==> config.mk <==
export PLATFORM = sky130hd
export DESIGN_NAME = hazard_control_unit
export DESIGN_NICKNAME = d
export VERILOG_FILES = /design/src/rtl/hazard_control_unit.sv
export SDC_FILE = /design/constraint.sdc
export NUM_CORES = 1
export LEC_CHECK = 0
export ABC_AREA = 1
export ABC_CLOCK_PERIOD_IN_PS = 2800
export CAP_MARGIN = 20
export CORE_MARGIN = 2
export CORE_UTILIZATION = 52
export CTS_CLUSTER_DIAMETER = 200
export CTS_CLUSTER_SIZE = 16
export DETAILED_ROUTE_END_ITERATION = 10
export PLACE_DENSITY = 0.9
export SETUP_SLACK_MARGIN = 0.05
export SLEW_MARGIN = 40
export SYNTH_ARGS = -nofsm -noshare
export SYNTH_HDL_FRONTEND = slang
export SYNTH_SLANG_ARGS = --single-unit
==> constraint.sdc <==
create_clock -name clk_i -period 2.8 [get_ports clk_i]
set_input_delay 0.42 -clock clk_i [delete_from_list [all_inputs] [get_ports clk_i]]
set_output_delay 0.42 -clock clk_i [all_outputs]
set_load 0.01 [all_outputs]
==> src/rtl/hazard_control_unit.sv <==
// ============================================================================
// hazard_control_unit
// ----------------------------------------------------------------------------
// Pipeline hazard arbiter that sits beside the ID stage of the in-order
// RISC-V pipeline. It detects load-use hazards, inserts a configurable number
// of bubbles per hazard, and arbitrates those bubbles against data-memory
// busy freezes and taken-branch flushes. It also keeps a saturating count of
// cycles in which the front end (stall) or back end (freeze) was held.
//
// Priority, highest first: freeze (mem_busy_i), flush (branch_taken_i),
// load-use bubble.
//
// Parameters
//   REG_ADDR_W       register index width
//   LOAD_USE_CYCLES  bubbles inserted per load-use hazard (1..15)
//   CNT_W            width of the stall-cycle counter
//
// Ports
//   clk_i            clock, rising edge
//   rst_i            asynchronous active-high reset
//   ex_mem_read_i    EX instruction is a load
//   ex_rd_i          EX destination register
//   id_rs1_i/rs2_i   ID source registers
//   id_use_rs1_i/2_i ID instruction actually reads rs1 / rs2
//   mem_busy_i       data memory not ready, whole pipeline holds
//   branch_taken_i   taken branch/jump resolved in EX
//   cnt_clr_i        synchronous clear of the stall counter
//   noop_o           zero the control bits entering ID/EX
//   stall_o          hold IF/ID
//   pc_write_o       PC update enable
//   flush_o          flush IF/ID and ID/EX
//   freeze_o         hold ID/EX, EX/MEM, MEM/WB
//   stall_cycles_o   saturating count of cycles with stall_o or freeze_o
// ============================================================================
module hazard_control_unit #(
  parameter int REG_ADDR_W      = 5,
  parameter int LOAD_USE_CYCLES = 1,
  parameter int CNT_W           = 16
) (
  input  logic                  clk_i,
  input  logic                  rst_i,
  input  logic                  ex_mem_read_i,
  input  logic [REG_ADDR_W-1:0] ex_rd_i,
  input  logic [REG_ADDR_W-1:0] id_rs1_i,
  input  logic [REG_ADDR_W-1:0] id_rs2_i,
  input  logic                  id_use_rs1_i,
  input  logic                  id_use_rs2_i,
  input  logic                  mem_busy_i,
  input  logic                  branch_taken_i,
  input  logic                  cnt_clr_i,
  output logic                  noop_o,
  output logic                  stall_o,
  output logic                  pc_write_o,
  output logic                  flush_o,
  output logic                  freeze_o,
  output logic [CNT_W-1:0]      stall_cycles_o
);

  // The remaining-bubble counter is 4 bits wide, which bounds the distance.
  if (LOAD_USE_CYCLES < 1 || LOAD_USE_CYCLES > 15) begin : g_bad_param
    $error("hazard_control_unit: LOAD_USE_CYCLES must be in 1..15");
  end

  typedef enum logic {
    RUN      = 1'b0,
    LU_STALL = 1'b1
  } state_t;

  // Bubbles still owed after the one issued in the detection cycle.
  localparam logic [3:0] REM_INIT   = 4'(LOAD_USE_CYCLES - 1);
  localparam bit         MULTI_BUBB = (LOAD_USE_CYCLES > 1);

  state_t     state, state_nxt;
  logic [3:0] rem,   rem_nxt;
  logic       hazard;

  // --------------------------------------------------------------------------
  // Load-use detection. x0 is never a real producer, and a source field that
  // the instruction does not read may hold arbitrary encoding bits.
  // --------------------------------------------------------------------------
  always_comb begin
    hazard = ex_mem_read_i && (ex_rd_i != '0) &&
             (((ex_rd_i == id_rs1_i) && id_use_rs1_i) ||
              ((ex_rd_i == id_rs2_i) && id_use_rs2_i));
  end

  // --------------------------------------------------------------------------
  // Output decode and next-state logic.
  // --------------------------------------------------------------------------
  always_comb begin
    // NOTE: every signal driven here gets a default first so that no path
    // leaves it unassigned, which would otherwise infer a latch.
    noop_o     = 1'b0;
    stall_o    = 1'b0;
    pc_write_o = 1'b0;
    flush_o    = 1'b0;
    freeze_o   = 1'b0;
    state_nxt  = state;
    rem_nxt    = rem;

    if (rst_i) begin
      // Reset is asynchronous; keep every control output low, PC included,
      // for as long as it is asserted.
      state_nxt = RUN;
      rem_nxt   = '0;
    end else if (mem_busy_i) begin
      // Whole pipeline holds. State is untouched so a pending branch or
      // hazard is re-evaluated once memory is ready again.
      freeze_o = 1'b1;
      stall_o  = 1'b1;
    end else if (branch_taken_i) begin
      // The ID instruction is wrong-path, so any bubble train it caused is
      // abandoned.
      flush_o    = 1'b1;
      pc_write_o = 1'b1;
      state_nxt  = RUN;
      rem_nxt    = '0;
    end else if (state == LU_STALL) begin
      // EX now holds a bubble, so the hazard term no longer fires; keep
      // bubbling until the owed count runs out.
      noop_o  = 1'b1;
      stall_o = 1'b1;
      rem_nxt = rem - 4'd1;
      if (rem == 4'd1) begin
        state_nxt = RUN;
      end
    end else if (hazard) begin
      // First bubble goes out in the detection cycle itself.
      noop_o  = 1'b1;
      stall_o = 1'b1;
      if (MULTI_BUBB) begin
        state_nxt = LU_STALL;
        rem_nxt   = REM_INIT;
      end
    end else begin
      pc_write_o = 1'b1;
    end
  end

  // --------------------------------------------------------------------------
  // State registers.
  // --------------------------------------------------------------------------
  always_ff @(posedge clk_i or posedge rst_i) begin
    // NOTE: sequential state uses non-blocking assignments so every register
    // samples pre-edge values regardless of block evaluation order.
    if (rst_i) begin
      state <= RUN;
      rem   <= '0;
    end else begin
      state <= state_nxt;
      rem   <= rem_nxt;
    end
  end

  // --------------------------------------------------------------------------
  // Saturating stall-cycle counter; clear wins over increment.
  // --------------------------------------------------------------------------
  always_ff @(posedge clk_i or posedge rst_i) begin
    if (rst_i) begin
      stall_cycles_o <= '0;
    end else if (cnt_clr_i) begin
      stall_cycles_o <= '0;
    end else if ((stall_o || freeze_o) && (stall_cycles_o != '1)) begin
      stall_cycles_o <= stall_cycles_o + 1'b1;
    end
  end

endmodule
== Word level (Yosys, flattened, before mapping) ==
Index checks and enable logic that the tools add are counted.
Storage, ports and cells
  output and inout port bits: 21
  input bits: 23
  register bits: 21
  logic and storage cells: 49
Cells by class
  eq/ne operators: 5
  multiplexer cells: 28
  add/sub/neg operators: 2
  reduce and logical (&&, ||, !) cells: 11
Operators with widths (count)
  $mux W16: 2
  $mux W1: 22
  $add A16 B1 Y16 const B: 1
  $mux W4: 4
  $ne A16 B16 Y1 const B: 1
  $eq A5 B5 Y1: 2
  $logic_and A1 B1 Y1: 5
  $reduce_bool A5 Y1: 1
  $eq A4 B1 Y1 const B: 1
  $sub A4 B1 Y4 const B: 1
  $reduce_bool A3 Y1: 1
  $logic_or A1 B1 Y1: 2
  $ne A2 B2 Y1 const B: 1
  $reduce_and A2 Y1: 1
  $reduce_bool A2 Y1: 1

== Logic depth before layout (Yosys ltp) ==
  depth in word-level cells: 13
  mapped depth: 14
  mapped depth without buffers: 13

== Worst setup path after synthesis ==
OpenSTA, ideal clock, no wires.
  path kind: register to register
  start point: register stall_cycles_o[0]
  end point: register stall_cycles_o[3]
  path buffers: 1
  path slack: 1.114 ns
  cell stages (with the launch flop): 10
  library setup time: 0.118 ns
  arrival time: 1.568 ns
  required time: 2.682 ns
  clock period less this slack: 1.686 ns
  cell sequence: dfrtp_1 -> ha_1 -> nand2_1 -> nor2_2 -> nand2_1 -> nor2_2 -> nand4_4 -> buf_2 -> nand4_1 -> nand2_1
On the way
  word-level cells in the longest chain between the ends: 3
  elaborated cells on any way between the ends: 6
  those cells by class: add/sub (1); eq/ne (1); mux (2); reduce/logical (2)
Ends and longest elaborated chain
  from (decl): RTL line 56  | output logic [CNT_W-1:0] stall_cycles_o
  from (signal assigned): RTL line 164  | stall_cycles_o <= stall_cycles_o + 1'b1;
  $add A16 B1 Y16 / $ne A16 B16 Y1 (equally long branches): RTL line 164, 163
  $mux W16 / $logic_and A1 B1 Y1 (equally long branches): RTL line 163  | end else if ((stall_o || freeze_o) && (stall_cycles_o != '1)) begin
  $mux W16 / $reduce_bool A2 Y1 (equally long branches)
Several ways; a longest one is shown, not always the timed one. The select of a mux whose other input is x is not followed.
A chain may end at the register's enable or synchronous reset.

== Final worst setup path ==
  start point: input ex_rd_i[0]
  end point: output pc_write_o
On the way
  word-level cells in the longest chain between the ends: 9
  elaborated cells on any way between the ends: 13
  those cells by class: eq/ne (2); mux (5); reduce/logical (6)
Ends and longest elaborated chain
  from (decl): RTL line 43  | input logic [REG_ADDR_W-1:0] ex_rd_i,
  $eq A5 B5 Y1, on equally long branches: RTL line 83, 84
  $logic_and A1 B1 Y1, on equally long branches: RTL line 83, 84
  $logic_or A1 B1 Y1: RTL line 83  | (((ex_rd_i == id_rs1_i) && id_use_rs1_i) ||
  $logic_and A1 B1 Y1 *: RTL line 82  | hazard = ex_mem_read_i && (ex_rd_i != '0) &&
  $mux W1 *: RTL line 127  | end else if (hazard) begin
  $mux W1 *: RTL line 118  | end else if (state == LU_STALL) begin
  $mux W1 *: RTL line 111  | end else if (branch_taken_i) begin
  $mux W1 *: RTL line 106  | end else if (mem_busy_i) begin
  $mux W1 *: RTL line 101  | if (rst_i) begin
  to (decl): RTL line 53  | output logic pc_write_o,
Mark *: on every way between the ends. The rest lies on a longest branch, timed or not.

==> results.py <==
metrics = {
    "place": {
        "io_buffer_count": 43,
        "dp_hpwl_um": 2807,
        "dp_cells": 312,
        "postPlaceCellArea_mm2": 0.002056,
        "gp_congestion": 0.8431,
    },
    "yosys": {
        "synth_top_family_by_area": "simple AND/OR/NAND/NOR gates",
        "syn_inst": 240,
        "syn_area_per_cell_um2": 6.673,
        "syn-num-nets": 266,
        "synthSimpleGateAreaFrac": 0.4219,
        "synth_top_area_frac": 0.3281,
        "synth_area_leader_cell": "dfrtp_1",
        "synth-xor-area-share": 0.08203,
        "ys_seq_area_frac": 0.3281,
        "synth-compound-area-share": 0.02813,
        "synth_warnings": 0,
        "synth-adder-area-share": 0.02344,
        "muxShareOfSynthArea": 0,
        "yosys-top-cells-area": "dfrtp_1 (33%), nand2_1 (15%), nand3_1 (9.1%)",
        "syn_area_mm2": 0.001602,
        "ys_types": 25,
        "ys_ff_latch": 21,
    },
    "clock_tree": {
        "h-tree-depth": 1,
        "cts_made_buffers": 3,
        "cts.sinks": 21,
        "hold_buffers": 0,
        "cts_tree": "done",
        "clk_transition_reported_paths_ns": 0.13,
        "cts_buffer_depth": 2,
        "cts_root_buf": "clkbuf_4",
        "clk_latency_ns": 0.32,
    },
    "sta": {
        "post-route-period-util": 0.8972,
        "min_period_ns": 2.512,
        "final-hold-violation-count": 0,
        "rsz0062_at_grt": "no",
        "finalSetupViolCount": 0,
        "max_slew_margin": 0.4491,
        "fmax_ghz": 0.3981,
        "fin_setup_tns_ns": 0,
        "slew_viol_final": 0,
        "worst_slew_pin_slew_ns": 0.8212,
        "holdWs_ns": 0.5078,
        "finClkSkew_ns": 0.005066,
    },
    "floorplanning": {
        "dieHeight_um": 59.50,
        "coreArea_mm2": 0.002978,
        "rows": 20,
        "start_util": 0.5378,
        "ios": 44,
        "die_area_mm2": 0.003540,
        "die_w_um": 59.50,
    },
    "worst_setup_path": {
        "cpPeakStageDelay_ns": 0.55,
        "cp.required_ns": 2.38,
        "endpoint_kind": "primary output",
        "r2r_start": "stall_cycles_o[0]$_DFFE_PP0P_",
        "r2r-end": "stall_cycles_o[9]$_DFFE_PP0P_",
        "reg2reg_slack_ns": 0.82,
        "cp.arrival_ns": 2.09,
        "startpoint_type": "primary input",
        "path_class": "in -> out",
        "worst-path-max-fanout": 5,
        "critPathSlowestCell": "clkdlybuf4s50_1",
        "path_cells": "clkdlybuf4s50_1, nor2_1, nand3_1, o21ai_1, inv_1, nand2_1, nand2_1, a21oi_1, clkdlybuf4s50_1",
        "reg2reg_depth": 9,
    },
    "detailed_routing": {
        "vias": 1663,
        "drtPass1Iterations": 4,
        "vias_per_cell": 5.263,
        "detail_route.iter0.violations": 93,
        "wl_per_cell_um": 12.08,
        "detail-route-antenna-nets": 0,
        "drc": 0,
        "wl_um": 3818,
    },
    "cells_and_area": {
        "drive_gt1_frac": 0.04947,
        "fillers": 247,
        "area_growth_pct": 30.39,
        "num_antenna_cells": 0,
        "final_cell_area_mm2": 0.002088,
        "final_cells": 316,
        "nets": 310,
    },
    "power_and_ir_drop": {
        "power_switching_uw": 173.1,
        "swShare": 0.2896,
        "seq_power_share": 0.529,
        "power_density_mw_per_mm2": 286.2,
        "intPower_uw": 424.5,
        "peakVddDrop_mv": 0.2173,
        "leakage_uw": 0.001151,
        "combPwrFrac": 0.213,
        "pwr-share-clk": 0.258,
    },
    "global_route": {
        "grt_pass1_vias": 1539,
        "grt.overflow.total": 0,
        "grt_max_degree": 33,
        "grt_antenna_before_repair": 0,
        "grt.total_usage": 0.2342,
        "grt_pass1_wl_um": 6423,
    },
    "status": {
        "outcome": "complete, no violations",
    },
    "run": {
        "maxCapViolations": 0,
    },
    "min_path": {
        "hp-class": "in -> async",
    },
}
-- layout by cell type, fill, tap and decap left out, types with 2 or more instances in the layout --
cell             instances
nand4_1                 18
clkdlybuf4s50_1         41
inv_2                    2
clkbuf_4                 3
xor2_1                  14
nor2_2                   2
dfrtp_1                 21
nand2_4                  2
buf_4                    3
dlymetal6s2s_1           2
inv_1                   36
a21oi_1                  3
nor2_1                  28
ha_1                     3
nand3_1                 29
o21ai_0                  2
nand2_1                 65
-- worst max-delay path by stage --
| stage | start | end | cells past startpoint |
|---|---|---|---|
| 3_3_place_gp | ex_rd_i[3] | noop_o | 12 |
| 4_1_cts | ex_rd_i[3] | noop_o | 12 |
| 6_report | ex_rd_i[0] | pc_write_o | 9 |
| 5_1_grt | ex_rd_i[0] | pc_write_o | 9 |
| 3_5_place_dp | ex_rd_i[3] | noop_o | 12 |
| 2_1_floorplan | stall_cycles_o[0]$_DFFE_PP0P_ | stall_cycles_o[3]$_DFFE_PP0P_ | 9 |
-- flip-flops by register name, indices dropped and copies added (netlist names) --
signal / flops
state: 1
rem: 4
stall_cycles_o: 16
-- stage by stage --
| stage | utilization | power, µW | setup WS [ns] |
|---|---|---|---|
| floorplan | - | 389.5 | 1.114 |
| global placement | 0.6903 | 445.4 | 0.1756 |
| detailed placement | 0.6903 | 449.7 | 0.1354 |
| CTS | 0.6996 | 603.8 | 0.1360 |
| global route | 0.7013 | 627.5 | 0.1408 |
| finish | 0.7013 | 597.6 | 0.2880 |
-- power by group through the flow --
| stage | combinational, µW | sequential [µW] | clock, µW |
|---|---|---|---|
| after floorplan | 67.6 | 322 | 0 |
| after global placement | 124 | 322 | 0 |
| after detailed placement | 128 | 322 | 0 |
| after CTS | 128 | 316 | 159 |
| after global routing | 144 | 318 | 166 |
| final | 127 | 316 | 154 |
-- cell type report --
cell class	count	area, µm²	area share
clock buffers	3	22.52	0.01078
inverters	39	146.4	0.07010
well taps	33	41.29	0.01977
multi-input cells	173	889.6	0.4260
repair buffers	46	457.9	0.2193
flip-flops and latches	21	525.5	0.2516
clock inverters	1	5.005	0.002397
-- synthesized netlist by cell type, drive strengths merged --
library cell,count
clkbuf,2
a21oi,3
o22ai,1
nand4,19
buf,5
xnor2,1
xor2,14
dfrtp,21
nor3,1
a311oi,1
nand3,29
o21ai,3
inv,39
nand3b,1
nand2,67
ha,3
nor2,30
-- logic make-up after synthesis --
| group | count (synthesis) |
|---|---|
| xor+xnor | 15 |
| compound gates | 8 |
| simple gates | 147 |
| buf+inv | 46 |
| flops | 21 |
| fa+ha+maj | 3 |
-- repair_timing --
| item | in CTS | in global routing |
|---|---|---|
| endpoints found under the setup margin | 0 | 2 |
| buffers inserted | 0 | 0 |
| resized for setup | 0 | 2 |
-- critical path: cells and delay by family --
kind	cells	cell delay, ns
AO/OA/AOI/OAI	2	0.25
buffers and inverters	3	1.09
AND/OR/NAND/NOR	4	0.33
-- metal layers --
layer | global-route usage | routed length, µm | vias to the layer above
met5 | 0 | 0 | -
met4 | 0.07302 | 42 | 0
met3 | 0.02838 | 221 | 5
met2 | 0.4050 | 1797 | 49
met1 | 0.3044 | 1756 | 758
li1 | - | - | 851
Power figures use the tool's default switching activity.
